$ cat src/rtl/coin_return_ctrl_pkg.sv
// Shared defaults and state encoding for the change-return controller and
// the greedy coin selector.
package coin_return_ctrl_pkg;

    localparam int unsigned kNumCoins  = 3;
    localparam int unsigned kCoinValW  = 16;
    localparam int unsigned kNumItems  = 4;
    localparam int unsigned kTotalBits = 31;
    localparam int unsigned kTimeout   = 100;

    // Bit 0 is the smallest coin; the MSB slice is the largest.
    localparam logic [kNumCoins*kCoinValW-1:0] kCoinValues = {16'd1000, 16'd500, 16'd100};

    typedef enum logic [1:0] {
        ST_IDLE   = 2'd0,
        ST_RETURN = 2'd1,
        ST_DONE   = 2'd2
    } ret_state_e;

endpackage

$ cat src/rtl/coin_select_greedy.sv
// Combinational greedy pick: the largest denomination that fits into
// 'remaining', as a one-hot vector plus its zero-extended value.
module coin_select_greedy
    import coin_return_ctrl_pkg::*;
#(
    parameter int unsigned NUM_COINS  = kNumCoins,
    parameter int unsigned COIN_VAL_W = kCoinValW,
    parameter int unsigned TOTAL_BITS = kTotalBits,
    parameter logic [NUM_COINS*COIN_VAL_W-1:0] COIN_VALUES = kCoinValues
) (
    input  logic [TOTAL_BITS-1:0] remaining,
    output logic [NUM_COINS-1:0]  pick_c,
    output logic                  found_c,
    output logic [TOTAL_BITS-1:0] value_c
);

    function automatic logic [TOTAL_BITS-1:0] coin_val(input int unsigned idx);
        return TOTAL_BITS'(COIN_VAL_W'(COIN_VALUES >> (idx * COIN_VAL_W)));
    endfunction

    // Ascending scan: the last fitting coin (highest index) wins.
    always_comb begin
        pick_c  = '0;
        found_c = 1'b0;
        value_c = '0;
        for (int unsigned i = 0; i < NUM_COINS; i++) begin
            if (coin_val(i) <= remaining) begin
                pick_c  = NUM_COINS'(1) << i;
                found_c = 1'b1;
                value_c = coin_val(i);
            end
        end
    end

endmodule

$ cat src/rtl/coin_return_ctrl.sv
// Change-return controller: inactivity timer plus a return FSM that pays out
// the sampled balance one coin per handshake, largest denomination first.
module coin_return_ctrl
    import coin_return_ctrl_pkg::*;
#(
    parameter int unsigned NUM_COINS  = kNumCoins,
    parameter int unsigned COIN_VAL_W = kCoinValW,
    parameter logic [NUM_COINS*COIN_VAL_W-1:0] COIN_VALUES = kCoinValues,
    parameter int unsigned NUM_ITEMS  = kNumItems,
    parameter int unsigned TOTAL_BITS = kTotalBits,
    parameter int unsigned TIMEOUT    = kTimeout
) (
    input  logic                         clk,
    input  logic                         reset_n,
    input  logic [NUM_COINS-1:0]         i_input_coin,
    input  logic [NUM_ITEMS-1:0]         i_output_item,
    input  logic                         i_trigger_return,
    input  logic [TOTAL_BITS-1:0]        i_current_total,
    output logic [NUM_COINS-1:0]         o_return_coin,
    output logic                         o_return_valid,
    input  logic                         i_return_ready,
    output logic                         o_return_done,
    output logic [TOTAL_BITS-1:0]        o_residual,
    output logic                         o_busy,
    output logic [$clog2(TIMEOUT+1)-1:0] o_wait_time
);

    localparam int unsigned TIMER_W = $clog2(TIMEOUT + 1);

    ret_state_e              state;
    logic [TOTAL_BITS-1:0]   remaining;
    logic [TOTAL_BITS-1:0]   offer_val;
    logic                    pending;

    logic                    coin_in_c;
    logic                    reload_c;
    logic                    expiry_c;
    logic                    start_c;
    logic                    accept_c;
    logic [TOTAL_BITS-1:0]   next_remaining_c;
    logic [NUM_COINS-1:0]    pick_c;
    logic                    found_c;
    logic [TOTAL_BITS-1:0]   pick_val_c;

    // Start/accept decode and the balance the next offer is computed from.
    always_comb begin
        coin_in_c        = |i_input_coin;
        reload_c         = coin_in_c | (|i_output_item);
        expiry_c         = (o_wait_time == TIMER_W'(1)) && !reload_c;
        start_c          = (state == ST_IDLE) && !coin_in_c &&
                           (expiry_c || i_trigger_return || pending);
        accept_c         = (state == ST_RETURN) && o_return_valid && i_return_ready;
        next_remaining_c = remaining;
        if (start_c) begin
            next_remaining_c = i_current_total;
        end else if (accept_c) begin
            next_remaining_c = remaining - offer_val;
        end
    end

    // The offer is precomputed from the post-edge balance so it can be registered.
    coin_select_greedy #(
        .NUM_COINS  (NUM_COINS),
        .COIN_VAL_W (COIN_VAL_W),
        .TOTAL_BITS (TOTAL_BITS),
        .COIN_VALUES(COIN_VALUES)
    ) u_select (
        .remaining(next_remaining_c),
        .pick_c   (pick_c),
        .found_c  (found_c),
        .value_c  (pick_val_c)
    );

    always_ff @(posedge clk or negedge reset_n) begin
        if (!reset_n) begin
            state          <= ST_IDLE;
            remaining      <= '0;
            offer_val      <= '0;
            pending        <= 1'b0;
            o_wait_time    <= '0;
            o_return_coin  <= '0;
            o_return_valid <= 1'b0;
            o_return_done  <= 1'b0;
            o_residual     <= '0;
            o_busy         <= 1'b0;
        end else begin
            case (state)
                ST_IDLE: begin
                    if (start_c) begin
                        state          <= ST_RETURN;
                        remaining      <= next_remaining_c;
                        offer_val      <= pick_val_c;
                        o_return_coin  <= pick_c;
                        o_return_valid <= found_c;
                        pending        <= 1'b0;
                        o_wait_time    <= '0;
                        o_busy         <= 1'b1;
                    end else begin
                        // A trigger that lost to a coin insert is served next cycle.
                        if (i_trigger_return) begin
                            pending <= 1'b1;
                        end
                        if (reload_c) begin
                            o_wait_time <= TIMER_W'(TIMEOUT);
                        end else if (o_wait_time != '0) begin
                            o_wait_time <= o_wait_time - TIMER_W'(1);
                        end
                    end
                end
                ST_RETURN: begin
                    if (!o_return_valid) begin
                        state         <= ST_DONE;
                        o_return_done <= 1'b1;
                        o_residual    <= remaining;
                    end else if (accept_c) begin
                        remaining      <= next_remaining_c;
                        offer_val      <= pick_val_c;
                        o_return_coin  <= pick_c;
                        o_return_valid <= found_c;
                    end
                end
                ST_DONE: begin
                    state         <= ST_IDLE;
                    o_return_done <= 1'b0;
                    o_residual    <= '0;
                    o_busy        <= 1'b0;
                    o_wait_time   <= '0;
                end
                default: begin
                    state <= ST_IDLE;
                end
            endcase
        end
    end

endmodule

$ cat config.mk
export PLATFORM = sky130hd
export DESIGN_NAME = coin_return_ctrl
export DESIGN_NICKNAME = d
export VERILOG_FILES = /design/src/rtl/coin_return_ctrl_pkg.sv /design/src/rtl/coin_select_greedy.sv /design/src/rtl/coin_return_ctrl.sv
export SDC_FILE = /design/constraint.sdc
export NUM_CORES = 1
export LEC_CHECK = 0
export BUFFER_PORTS_ARGS = -buffer_cell sky130_fd_sc_hd__buf_2
export CAP_MARGIN = 20
export CORE_UTILIZATION = 35
export CTS_BUF_LIST = sky130_fd_sc_hd__clkbuf_8
export DETAILED_ROUTE_END_ITERATION = 7
export PLACE_DENSITY_LB_ADDON = 0.12
export SLEW_MARGIN = 20
export SYNTH_ARGS = -nofsm -noshare
export SYNTH_HDL_FRONTEND = slang
export SYNTH_SLANG_ARGS = --single-unit
$ cat constraint.sdc
create_clock -name clk -period 8.9 [get_ports clk]
set_input_delay 0 -clock clk [delete_from_list [all_inputs] [get_ports clk]]
set_output_delay 0 -clock clk [all_outputs]
set_load 0.05 [all_outputs]
Yosys cells after proc, flatten, opt, wreduce, memory -nomap -nowiden
Index checks and enable logic that the tools add are counted.

Bits in registers: 109. Latch bits: 0. RAM bits: 0. Memory bits (read-only): 0. Input port bits: 42. Output and inout port bits: 44. Word-level logic and storage cells: 90. Memories kept: 0.

Add/subtract/negate cells: 2. Multiply operators: 0. Div/mod/pow operators: 0. Magnitude comparators: 3. Equal/unequal tests: 8. Shift operators: 0. Mux-type cells: 42. Bitwise logic cells: 1. Reductions and logical operators: 24.

Operators with widths (count): $mux 31 (9); $pmux 31 s2 (3); $le 10x31->1 const A (1); $le 7x31->1 const A (1); $le 9x31->1 const A (1); $sub 31x31->31 (1); $mux 7 (4); $pmux 7 s2 (1); $mux 3 (4); $reduce_and 2->1 (6); $mux 1 (11); $mux 10 (1); $mux 9 (1); $ne 2x2->1 const B (4); $reduce_bool 2->1 (4); $eq 7x1->1 const B (1); $reduce_bool 7->1 (1); $sub 7x1->7 const B (1); $mux 2 (3); $pmux 1 s2 (3); $pmux 3 s2 (1); $logic_and 1x1->1 (5); $ne 4x3->1 const B (1); $pmux 2 s2 (1); other kinds (9) (11).

Longest topological paths before layout
Depth in word-level cells: 15. Gate-level depth with buffers: 13. Gate-level depth less buffers: 13.

Cells and area by module
Synthesis repeated with hierarchy kept, for this count alone.

Cell total of the unflattened synthesis: 799. Area total of the unflattened synthesis: 6671.4 µm².

By module, submodules not included: coin_return_ctrl (times used 1, cells an instance 746, area each 6269.8 µm², sequential area each 2727.6 µm²); coin_select_greedy (times used 1, cells an instance 53, area each 401.6 µm², sequential area each 0.0 µm²).

Worst setup path before layout
No wires, ideal clock.

Kind: reg-to-reg. From: register remaining[2]. To: register o_return_coin[1]. Setup time: 0.092 ns. Data arrival time: 2.955 ns. Required time: 8.808 ns. Setup slack: 5.854 ns. Cell stages (with the launch flop): 14. Path buffers: 0. Clock period less this slack: 3.046 ns. Cell sequence: dfrtp_1 -> inv_1 -> ha_1 -> inv_1 -> fa_1 -> a21oi_1 -> o21ai_2 -> and2_1 -> nand2b_1 -> xnor2_1 -> o31a_1 -> a2111oi_4 -> nand3_2 -> o31ai_2.

Cells in the longest elaborated chain, start to end: 9. Elaborated cells between the ends (all ways): 11. Those cells by class: add/sub (1); order compare (2); mux (8).

RTL lines: from (decl) (line coin_return_ctrl.sv:31) `logic [TOTAL_BITS-1:0] remaining;`; from (signal assigned) (line coin_return_ctrl.sv:91) `remaining <= next_remaining_c;`; from (signal assigned) (line coin_return_ctrl.sv:116) `remaining <= next_remaining_c;`; $sub 31x31->31 (line coin_return_ctrl.sv:57) `next_remaining_c = remaining - offer_val;`; $mux 31 * (line coin_return_ctrl.sv:56) `end else if (accept_c) begin`; $mux 31 * (line coin_return_ctrl.sv:54) `if (start_c) begin`; $le 9x31->1 (line coin_select_greedy.sv:27) `if (coin_val(i) <= remaining) begin`; $mux 2 (line coin_select_greedy.sv:27); $mux 3 * (line coin_select_greedy.sv:27); $mux 3 (line coin_return_ctrl.sv:115) `end else if (accept_c) begin`; $mux 3 (line coin_return_ctrl.sv:111) `if (!o_return_valid) begin`; $pmux 3 s2 * (line coin_return_ctrl.sv:87) `case (state)`; to (signal assigned) (line coin_return_ctrl.sv:93) `o_return_coin <= pick_c;`; to (signal assigned) (line coin_return_ctrl.sv:118) `o_return_coin <= pick_c;`; to (decl) (line coin_return_ctrl.sv:19) `output logic [NUM_COINS-1:0] o_return_coin,`.

Mark *: on every way between the ends. The rest lies on a longest branch, timed or not. The select of a mux whose other input is x is not followed. A chain may end at the register's enable or synchronous reset.

Final worst setup path
From: register offer_val[3]. To: register o_return_coin[1].

Cells in the longest elaborated chain, start to end: 9. Elaborated cells between the ends (all ways): 11. Those cells by class: add/sub (1); order compare (2); mux (8).

RTL lines: from (decl) (line coin_return_ctrl.sv:32) `logic [TOTAL_BITS-1:0] offer_val;`; from (signal assigned) (line coin_return_ctrl.sv:92) `offer_val <= pick_val_c;`; from (signal assigned) (line coin_return_ctrl.sv:117) `offer_val <= pick_val_c;`; $sub 31x31->31 * (line coin_return_ctrl.sv:57); $mux 31 * (line coin_return_ctrl.sv:56); $mux 31 * (line coin_return_ctrl.sv:54); $le 9x31->1 (line coin_select_greedy.sv:27); $mux 2 (line coin_select_greedy.sv:27); $mux 3 * (line coin_select_greedy.sv:27); $mux 3 (line coin_return_ctrl.sv:115); $mux 3 (line coin_return_ctrl.sv:111); $pmux 3 s2 * (line coin_return_ctrl.sv:87).

Marked as above.

==> key figures <==
Power
  • Sequential cell fraction of total power: 45.5%
  • Final Power: 1.04 mW
  • Maximum vdd ir drop: 0.0599 mV
  • Int Pwr: 668 uW
  • Switching share of power: 36.0%
  • Areal power density over the cells: 182 mW/mm2
  • Leakage power: 2.54 nW
  • Part of the total power dissipated in the clock network: 26.1%
  • Switch Pwr: 376 uW
  • Combinational group share of total power: 28.5%

Clocking
  • Number of levels the H-tree was split into: 3
  • Post-cts resize count: 0
  • Number of buffers inserted by hold repair at cts: 33
  • CTS root buf: sky130_fd_sc_hd__clkbuf_8
  • Clock buffer count from CTS: 9
  • Largest buffer count on any clock path: 2
  • Number of setup buffers added after CTS: 0
  • Clk pin slew, worst setup/hold paths: 80 ps
  • Clock latency on the worst-skew pair: 370 ps
  • Clock Sinks: 81
  • Clock tree from TritonCTS: done

Synthesis
  • Syn_area_per_cell: 8.65 um2
  • Library cells used by synthesis: 68
  • Number of enable-type register cells in the synthesized netlist: 0
  • Syn Std Cell Area: 0.00467 mm2
  • Count of state elements after synthesis: 81
  • Gate count of the mapped netlist: 540
  • Portion of the post-synthesis area used by sequential elements: 43.4%
  • Number of nets produced by synthesis: 594
  • Yosys warning count: 0
  • FFs w/ async S/R, synth: 100%
  • Main flop type after synthesis: sky130_fd_sc_hd__dfrtp_1

Layout
  • Commonest cells after routing, fill and taps aside: sky130_fd_sc_hd__nand2_1, sky130_fd_sc_hd__buf_2, sky130_fd_sc_hd__dfrtp_1, sky130_fd_sc_hd__nor2_1, sky130_fd_sc_hd__o21ai_0
  • Footprint of the flip-flops and latches: 0.00203 mm2
  • Most common cell after layout, fill and taps aside: sky130_fd_sc_hd__nand2_1
  • Number of antenna repair diodes: 0
  • Layout cells sized above 1: 19.2%
  • Core utilization of the finished layout: 44.8%
  • Area growth from synthesis to layout: 23.0%
  • Nets@finish: 697
  • Number of inserted filler cells in the final layout: 1333
  • Multi-input gate area: 0.00248 mm2

Setup path
  • Required time of the critical path: 9180 ps
  • Cell depth of the worst flop-to-flop path: 11
  • Arrival time at the worst endpoint: 3940 ps
  • Type of the setup path with the least slack: reg -> reg
  • Largest driver fanout on the critical path: 13
  • Register-to-Register Setup Slack: 5240 ps
  • Sort of element at the start of the critical path: flop
  • Reg2reg start: offer_val[3]$_DFFE_PN0P_
  • Capturing point of the worst reg2reg path: o_return_coin[1]$_DFFE_PN0P_
  • Crit path capture type: flop

Timing
  • Endpoints failing setup: 0
  • Final sum of negative setup slack: 0 ps
  • Clock skew after layout: 6.70 ps
  • F_max: 0.273 GHz
  • Number of pins exceeding their max-slew limit in the final report: 0
  • Fin crit period: 3660 ps
  • Final Hold Viols: 0
  • Slew HR: 29.4%
  • Transition time at the pin with the least slew margin: 1060 ps
  • Unrepaired setup endpoints after global routing: false
  • Final period util: 41.2%
  • Worst hold slack: 16.0 ps
  • Final setup margin: 5240 ps

Routing
  • TritonRoute pass-1 iters: 4
  • DRC errors left: 0
  • Via count: 4289
  • Highest metal used: met4
  • 1st-iter DRT viols: 214
  • Wire length per cell: 16.3 um
  • Overall routed net length: 13300 um
  • Detailed-routed wire length on met3: 622 um
  • Met2 layer wire length in the routed design: 5820 um
  • Sum of routed wire segments on met1: 6730 um
  • Final antenna-violating net count: 0
  • Avg Vias per Cell: 5.24

Global route
  • Maximum number of pins on one net before global-route repair: 82
  • Antenna violations before repair: 0
  • Wire length of the first global-routing pass: 21800 um
  • Overflow after GRT: 0
  • Via count of the first global-routing pass: 4146
  • Total global routing track utilization: 20.0%

Die
  • Full die area: 0.0138 mm2
  • Area of the placeable core: 0.0128 mm2
  • Initial Utilization: 36.4%
  • Die width: 118 um
  • Io pins: 86
  • Die height: 118 um
  • FP Rows: 41

Hold path
  • Path type of the worst min-delay path: in -> reg
  • Hold Crit Endpoint: remaining[23]$_DFFE_PN0P_
  • Depth of the worst hold-timing path: 3
  • Source of the worst hold timing path: i_current_total[23]

Placed design
  • Port Buffers: 85
  • Worst slack after detailed placement: 5210 ps
  • Post-detail-place hpwl: 9150 um
  • GP Congestion: 0.839

Run
  • MaxCap Viol Count: 0

Status
  • Run status: completed
[Yosys cell counts, types with 6 or more instances]
cell	instances	area, um2
sky130_fd_sc_hd__nand2_1	108	405
sky130_fd_sc_hd__nor4_1	6	37.5
sky130_fd_sc_hd__or3_1	10	62.6
sky130_fd_sc_hd__dfrtp_1	81	2030
sky130_fd_sc_hd__o21ai_0	49	245
sky130_fd_sc_hd__a31oi_1	9	56.3
sky130_fd_sc_hd__or4_1	6	45.0
sky130_fd_sc_hd__nor3_1	16	80.1
sky130_fd_sc_hd__inv_1	12	45.0
sky130_fd_sc_hd__a21oi_1	25	125
sky130_fd_sc_hd__clkbuf_1	19	71.3
sky130_fd_sc_hd__nor2_1	50	188
sky130_fd_sc_hd__a211oi_1	8	60.1
sky130_fd_sc_hd__ha_1	11	138
sky130_fd_sc_hd__xnor2_1	14	123
sky130_fd_sc_hd__nand4_1	6	37.5
[through the flow]
| stage | instance area [um2] | cells |
|---|---|---|
| 2_1_floorplan | 4670 | 540 |
| 3_3_place_gp | 5230 | 771 |
| 3_5_place_dp | 5230 | 771 |
| 4_1_cts | 5740 | 818 |
| 5_1_grt | 5740 | 818 |
| 6_report | 5740 | 818 |
[power by group through the flow]
stage / registers (mW) / clock network (mW) / logic [mW]
after floorplan: 0.455 / 0 / 0.216
after global placement: 0.482 / 0 / 0.281
after detailed placement: 0.481 / 0 / 0.283
after CTS: 0.474 / 0.280 / 0.296
after global routing: 0.482 / 0.293 / 0.333
final: 0.475 / 0.272 / 0.297
[worst max path at each step]
| stage | start | slack (ps) | end |
|---|---|---|---|
| floorplan | remaining[2]$_DFFE_PN0P_ | 5850 | o_return_coin[1]$_DFFE_PN0P_ |
| global placement | offer_val[3]$_DFFE_PN0P_ | 5260 | o_return_coin[1]$_DFFE_PN0P_ |
| detailed placement | offer_val[3]$_DFFE_PN0P_ | 5210 | o_return_coin[1]$_DFFE_PN0P_ |
| CTS | offer_val[3]$_DFFE_PN0P_ | 5180 | o_return_coin[1]$_DFFE_PN0P_ |
| global route | state[1]$_DFFE_PN0P_ | 4900 | o_return_coin[1]$_DFFE_PN0P_ |
| finish | offer_val[3]$_DFFE_PN0P_ | 5240 | o_return_coin[1]$_DFFE_PN0P_ |
[sequential cells by signal, summed over array words and instances, names as in the netlist]
signal          count
o_wait_time         7
o_return_valid      1
pending             1
offer_val           4
state               2
o_return_coin       2
o_return_done       1
o_busy              1
o_residual         31
remaining          31
[critical path: stages (launching register included)]
cell and delay, ps:
sky130_fd_sc_hd__dfrtp_1 370, sky130_fd_sc_hd__inv_1 140, sky130_fd_sc_hd__ha_1 320, sky130_fd_sc_hd__nor2b_1 130, sky130_fd_sc_hd__o2111ai_1 170, sky130_fd_sc_hd__a21oi_1 880, sky130_fd_sc_hd__nor3_1 170, sky130_fd_sc_hd__xor2_1 200
sky130_fd_sc_hd__o31a_1 320, sky130_fd_sc_hd__a2111oi_4 370, sky130_fd_sc_hd__nand3_2 220, sky130_fd_sc_hd__o31ai_2 280
[area by class of cell]
type	count	share of cell area (%)
clock buffers	10	2.40
clock inverters	4	0.806
inverters	12	0.784
multi-input cells	417	43.2
flip-flops and latches	81	35.3
well taps	172	3.75
repair buffers	122	13.8
[layer usage]
metal	up-vias	global-route usage [%]
met5	-	0
met4	0	6.25
met3	11	4.12
met2	112	30.2
met1	2023	28.5
li1	2143	-
[cells by family after synthesis]
kind of cell    synth area share (%)
compound gates                  21.2
xor+xnor                        3.56
simple gates                    24.6
fa+ha+maj                       3.38
buf+inv                         3.67
mux                            0.241
flops                           43.4
(Power assumes the default switching activity.)
